$ cat src/rtl/cmd_dispatch_pkg.sv
// Shared types for the command dispatcher:
// command opcodes and FSM states.
package cmd_dispatch_pkg;

  typedef enum logic [1:0] {
    OP_NOP,
    OP_WRITE,
    OP_READ,
    OP_INC
  } op_e;

  typedef enum logic [1:0] {
    S_IDLE,
    S_BURST,
    S_RESP
  } state_e;

endpackage

$ cat src/rtl/cmd_dispatch.sv
// Command dispatcher: decodes host commands into channel
// register writes, read responses and increment bursts.
module cmd_dispatch
  import cmd_dispatch_pkg::*;
#(
  parameter int NUM_CH = 4,
  parameter int DATA_W = 8,
  parameter int LEN_W  = 2,
  parameter int IDX_W  = $clog2(NUM_CH),
  parameter int CH_W   = IDX_W + 1
) (
  input  logic                     clk,
  input  logic                     rst_n,
  input  logic                     cmd_valid,
  output logic                     cmd_ready,
  input  logic [1:0]               cmd_op,
  input  logic [CH_W-1:0]          cmd_ch,
  input  logic [DATA_W-1:0]        cmd_data,
  input  logic [LEN_W-1:0]         cmd_len,
  output logic                     rsp_valid,
  input  logic                     rsp_ready,
  output logic [DATA_W-1:0]        rsp_data,
  output logic                     err,
  output logic [NUM_CH*DATA_W-1:0] ch_reg
);

  state_e              r_state;
  logic [LEN_W-1:0]    r_cnt;
  logic [IDX_W-1:0]    r_ch;
  logic [DATA_W-1:0]   r_regs [NUM_CH];
  logic                r_rsp_valid;
  logic [DATA_W-1:0]   r_rsp_data;
  logic                r_err;

  state_e              w_state_nxt;
  logic [LEN_W-1:0]    w_cnt_nxt;
  logic [IDX_W-1:0]    w_ch_nxt;
  logic                w_we;
  logic [IDX_W-1:0]    w_widx;
  logic [DATA_W-1:0]   w_wdata;
  logic                w_rv_nxt;
  logic [DATA_W-1:0]   w_rd_nxt;
  logic                w_err_nxt;

  logic                w_accept;
  logic                w_ch_ok;
  logic [IDX_W-1:0]    w_idx;
  op_e                 w_op;

  assign cmd_ready = (r_state == S_IDLE);
  assign w_accept  = cmd_valid & cmd_ready;
  assign w_ch_ok   = (cmd_ch < CH_W'(NUM_CH));
  assign w_idx     = cmd_ch[IDX_W-1:0];
  assign w_op      = op_e'(cmd_op);

  always_comb begin
    w_state_nxt = r_state;
    w_cnt_nxt   = r_cnt;
    w_ch_nxt    = r_ch;
    w_we        = 1'b0;
    w_widx      = r_ch;
    w_wdata     = '0;
    w_rv_nxt    = r_rsp_valid;
    w_rd_nxt    = r_rsp_data;
    w_err_nxt   = 1'b0;
    unique case (1'b1)
      (r_state == S_IDLE): begin
        if (w_accept) begin
          // Out-of-range channel swallows any op.
          if (!w_ch_ok) begin
            w_err_nxt = 1'b1;
          end else begin
            unique case (w_op)
              OP_NOP: ;
              OP_WRITE: begin
                w_we    = 1'b1;
                w_widx  = w_idx;
                w_wdata = cmd_data;
              end
              OP_READ: begin
                w_rv_nxt    = 1'b1;
                w_rd_nxt    = r_regs[w_idx];
                w_state_nxt = S_RESP;
              end
              OP_INC: begin
                w_cnt_nxt   = cmd_len;
                w_ch_nxt    = w_idx;
                w_state_nxt = S_BURST;
              end
            endcase
          end
        end
      end
      (r_state == S_BURST): begin
        w_we    = 1'b1;
        w_widx  = r_ch;
        w_wdata = r_regs[r_ch] + DATA_W'(1);
        if (r_cnt == '0) begin
          w_state_nxt = S_IDLE;
        end else begin
          w_cnt_nxt = r_cnt - LEN_W'(1);
        end
      end
      (r_state == S_RESP): begin
        if (rsp_ready) begin
          w_rv_nxt    = 1'b0;
          w_state_nxt = S_IDLE;
        end
      end
    endcase
  end

  always_ff @(posedge clk) begin
    if (!rst_n) begin
      r_state     <= S_IDLE;
      r_cnt       <= '0;
      r_ch        <= '0;
      r_rsp_valid <= 1'b0;
      r_rsp_data  <= '0;
      r_err       <= 1'b0;
      for (int i = 0; i < NUM_CH; i++) begin
        r_regs[i] <= '0;
      end
    end else begin
      r_state     <= w_state_nxt;
      r_cnt       <= w_cnt_nxt;
      r_ch        <= w_ch_nxt;
      r_rsp_valid <= w_rv_nxt;
      r_rsp_data  <= w_rd_nxt;
      r_err       <= w_err_nxt;
      if (w_we) begin
        r_regs[w_widx] <= w_wdata;
      end
    end
  end

  assign rsp_valid = r_rsp_valid;
  assign rsp_data  = r_rsp_data;
  assign err       = r_err;

  for (genvar g = 0; g < NUM_CH; g++) begin : g_out
    assign ch_reg[g*DATA_W +: DATA_W] = r_regs[g];
  end

endmodule
$ cat config.mk
export PLATFORM = sky130hd
export DESIGN_NAME = cmd_dispatch
export DESIGN_NICKNAME = d
export VERILOG_FILES = /design/src/rtl/cmd_dispatch_pkg.sv /design/src/rtl/cmd_dispatch.sv
export SDC_FILE = /design/constraint.sdc
export NUM_CORES = 1
export LEC_CHECK = 0
export CAP_MARGIN = 5
export CORE_MARGIN = 3
export CORE_UTILIZATION = 52
export CTS_BUF_LIST = sky130_fd_sc_hd__clkbuf_8
export DETAILED_ROUTE_END_ITERATION = 10
export PLACE_DENSITY = 0.82
export SLEW_MARGIN = 0
export SYNTH_ARGS = -nofsm -noshare
export SYNTH_HDL_FRONTEND = slang
export SYNTH_SLANG_ARGS = --single-unit
$ cat constraint.sdc
create_clock -name clk -period 2.7 [get_ports clk]
set_clock_uncertainty 0.15 [all_clocks]
set_input_delay 0.54 -clock clk [delete_from_list [all_inputs] [get_ports clk]]
set_output_delay 0.54 -clock clk [all_outputs]
set_load 0.05 [all_outputs]
==> results.txt <==
Status - complete, no violations
Root Buffer - clkbuf_8
RSZ-0062 raised after global routing - no
Die X-Extent - 78.4 um
First-pass GRT wire length - 12300 um
Tot Pwr - 1.77 mW
Worst Hold Depth - 2
ANT nets after route - 0
Nets@finish - 344
Die height - 78.4 um
Reg2reg end - r_regs[0][4]
Post-CTS Hold Fix Bufs - 0
Worst-skew pair later-pin latency - 300 ps
Synth cell types - 52
Startpoint types - flip-flop
Cell depth of the worst setup path - 5
Synth Instances - 246
Sequential-to-total area share from yosys stat - 48.4%
Met1 usage - 36.0%
Cell Area, Synth - 0.00273 mm^2
PwrDens - 488 mW/mm^2
Critical-path cell list - buf_4 -> mux4_2 -> nand3_1 -> mux2i_1 -> a21oi_1
Met2 Usage GRT - 44.3%
Seq cells post-synth - 50
Delay-heaviest family, CP - multiplexers
Crit Path Max Fanout - 5
Area Overhead vs Synth - 33.2%
Clock H-tree levels - 2
TritonCTS Buffers - 5
Hold Fails Final Rpt - 0
Slew headroom - 59.0%
P_leak - 1.28 nW
CP Class - flip-flop to flip-flop
DR iter-0 viols - 335
PortBufs - 61
Final setup viols - 0
Initial Utilization - 55.6%
Post-synth EDFFs - 32
CP bufs+invs - 1
HPWL Detailed - 5690 um
R2r worst-path depth - 5
Fmax - 398 MHz
Crit end category - flip-flop
Worst hold start - rsp_data[0]
Arrival @ worst endpoint - 2410 ps
Met3 Use GR - 5.73%
Num Clock Sinks - 50
Setup Buffers After CTS - 0
Gpl congestion - 0.956
Period utilization - 93.1%
Most frequent cells in the layout - 60 x clkdlybuf4s50_1, 32 x nand2_1, 32 x edfxtp_1, 23 x a21oi_1
Final Max Slew Viols - 0
Crit-path slowest cell - mux4_2
CP max stage delay - 620 ps
Via count - 2415
Most used flip-flop cell after synthesis - edfxtp_1
Vias in the first global route - 2293
Final Routed Wirelength - 7720 um
Worst-Margin Slew - 610 ps
Setup TNS - 0 ps
Drt drc - 0
IO Pins - 62
DIE AREA - 0.00615 mm^2
Number of max-cap violations - 0
Filler instances - 379
Min-Delay Endpoint - rsp_data[0]
Gr usage total - 26.7%
Multi-input gate area - 0.00131 mm^2
Number of vias per cell - 6.22
Reg2reg setup slack - 190 ps
CTS tree - built
Tmin final - 2510 ps
Finished Layout Cells - 388
Register area - 0.00132 mm^2
Syn_nets - 270
GR Overflow Total - 0
Largest net degree at the start of global routing - 21
CTS clock-pin slew for the worst setup and hold paths - 90 ps
Maximum VDD drop - 252 uV
Initial DRT Pass Iterations - 5
Critical path required time - 2600 ps
Hold crit path type - flip-flop to flip-flop
Synthesized area per cell - 11.1 um^2
Antenna violations before repair - 0
Ys async rst share - 0%
Fin util - 74.0%
WL per Instance - 19.9 um
Core area - 0.00491 mm^2
Busiest grt layer - met2
Share of layout cells above drive strength 1 - 15.6%
Maximum buffer depth of the clock tree - 2
Synth warnings - 0
Inst Count DP - 380
Site Rows - 25
Commonest non-fill, non-tap cell in the layout - clkdlybuf4s50_1
N_diodes - 0
[synthesized netlist by cell type (4+ instances only)]
cell type	count	area share, %
clkbuf_1	9	1.2
nand3_1	8	1.5
nor2_1	17	2.3
edfxtp_1	32	35
inv_1	11	1.5
ha_1	5	2.3
nand2_1	32	4.4
mux4_2	16	13
a21oi_1	23	4.2
mux2i_1	5	1.8
nor3_1	4	0.73
nor3b_1	4	1.1
dfxtp_1	18	13
[kinds of logic (layout without fill, tap and decap cells)]
logic type                 after synthesis  in the layout  share of synthesized area, %
AOI/OAI and AO/OA                       50             50                          11.6
muxes                                   22             22                          15.5
DFF                                     50             50                          48.4
xor gates and xnor gates                 2              2                         0.642
adders and majority gates                5              5                          2.29
buffers and inverters                   24             99                          3.71
and+or+nand+nor                         93             93                          17.9
[metal layers]
metal | vias to the layer above | wire length [um]
li1 | 1083 | -
met5 | - | 0
met2 | 150 | 3810
met4 | 0 | 118
met3 | 15 | 719
met1 | 1167 | 3070
[worst register-to-register path, delay by kind of cell (launching register included)]
kind                   cells  cell delay, ps
flip-flops                 1             590
AND/OR/NAND/NOR            1             150
buffers and inverters      1             250
AO/OA/AOI/OAI              1             140
multiplexers               2            1010
[area by class of cell]
type | instances | share of cell area (%)
Sequential cell | 50 | 36.4
Clock inverter | 3 | 1.14
Clock buffer | 5 | 1.89
Inverter | 11 | 1.14
Timing Repair Buffer | 80 | 21.1
Tap cell | 67 | 2.31
Multi-Input combinational cell | 172 | 36.0
[sequential cells by signal, summed over array words and instances (netlist names), named ones only]
| name | flops |
|---|---|
| r_regs | 32 |
| rsp_data | 8 |
| r_ch | 2 |
| r_cnt | 2 |
| r_state | 2 |
| err | 1 |
| rsp_valid | 1 |
[what timing repair did]
item / 4_1_cts / 5_1_grt
setup endpoints to repair: 0 / 1
endpoints found under the hold margin: 0 / 0
resized for setup: 0 / 1
[worst max path at each step]
stage,endpoint,slack [ps]
2_1_floorplan,r_regs[0][0],90
3_3_place_gp,r_regs[0][5],130
3_5_place_dp,r_regs[0][6],30
4_1_cts,cmd_ready,80
5_1_grt,r_regs[0][4],30
6_report,r_regs[0][4],190
[where the power goes]
part / switching [mW] / internal (mW)
combinational: 0.232 / 0.152
clock: 0.247 / 0.273
sequential: 0.0257 / 0.845
[per-stage QoR]
stage	instance area [um^2]	hold slack, ps	setup WS [ps]
after floorplan	2730	299	88.9
after global placement	3520	291	135
after detailed placement	3520	297	31.0
after CTS	3630	308	76.8
after global routing	3630	329	31.5
final	3630	307	185
Power figures use the tool's default switching activity.
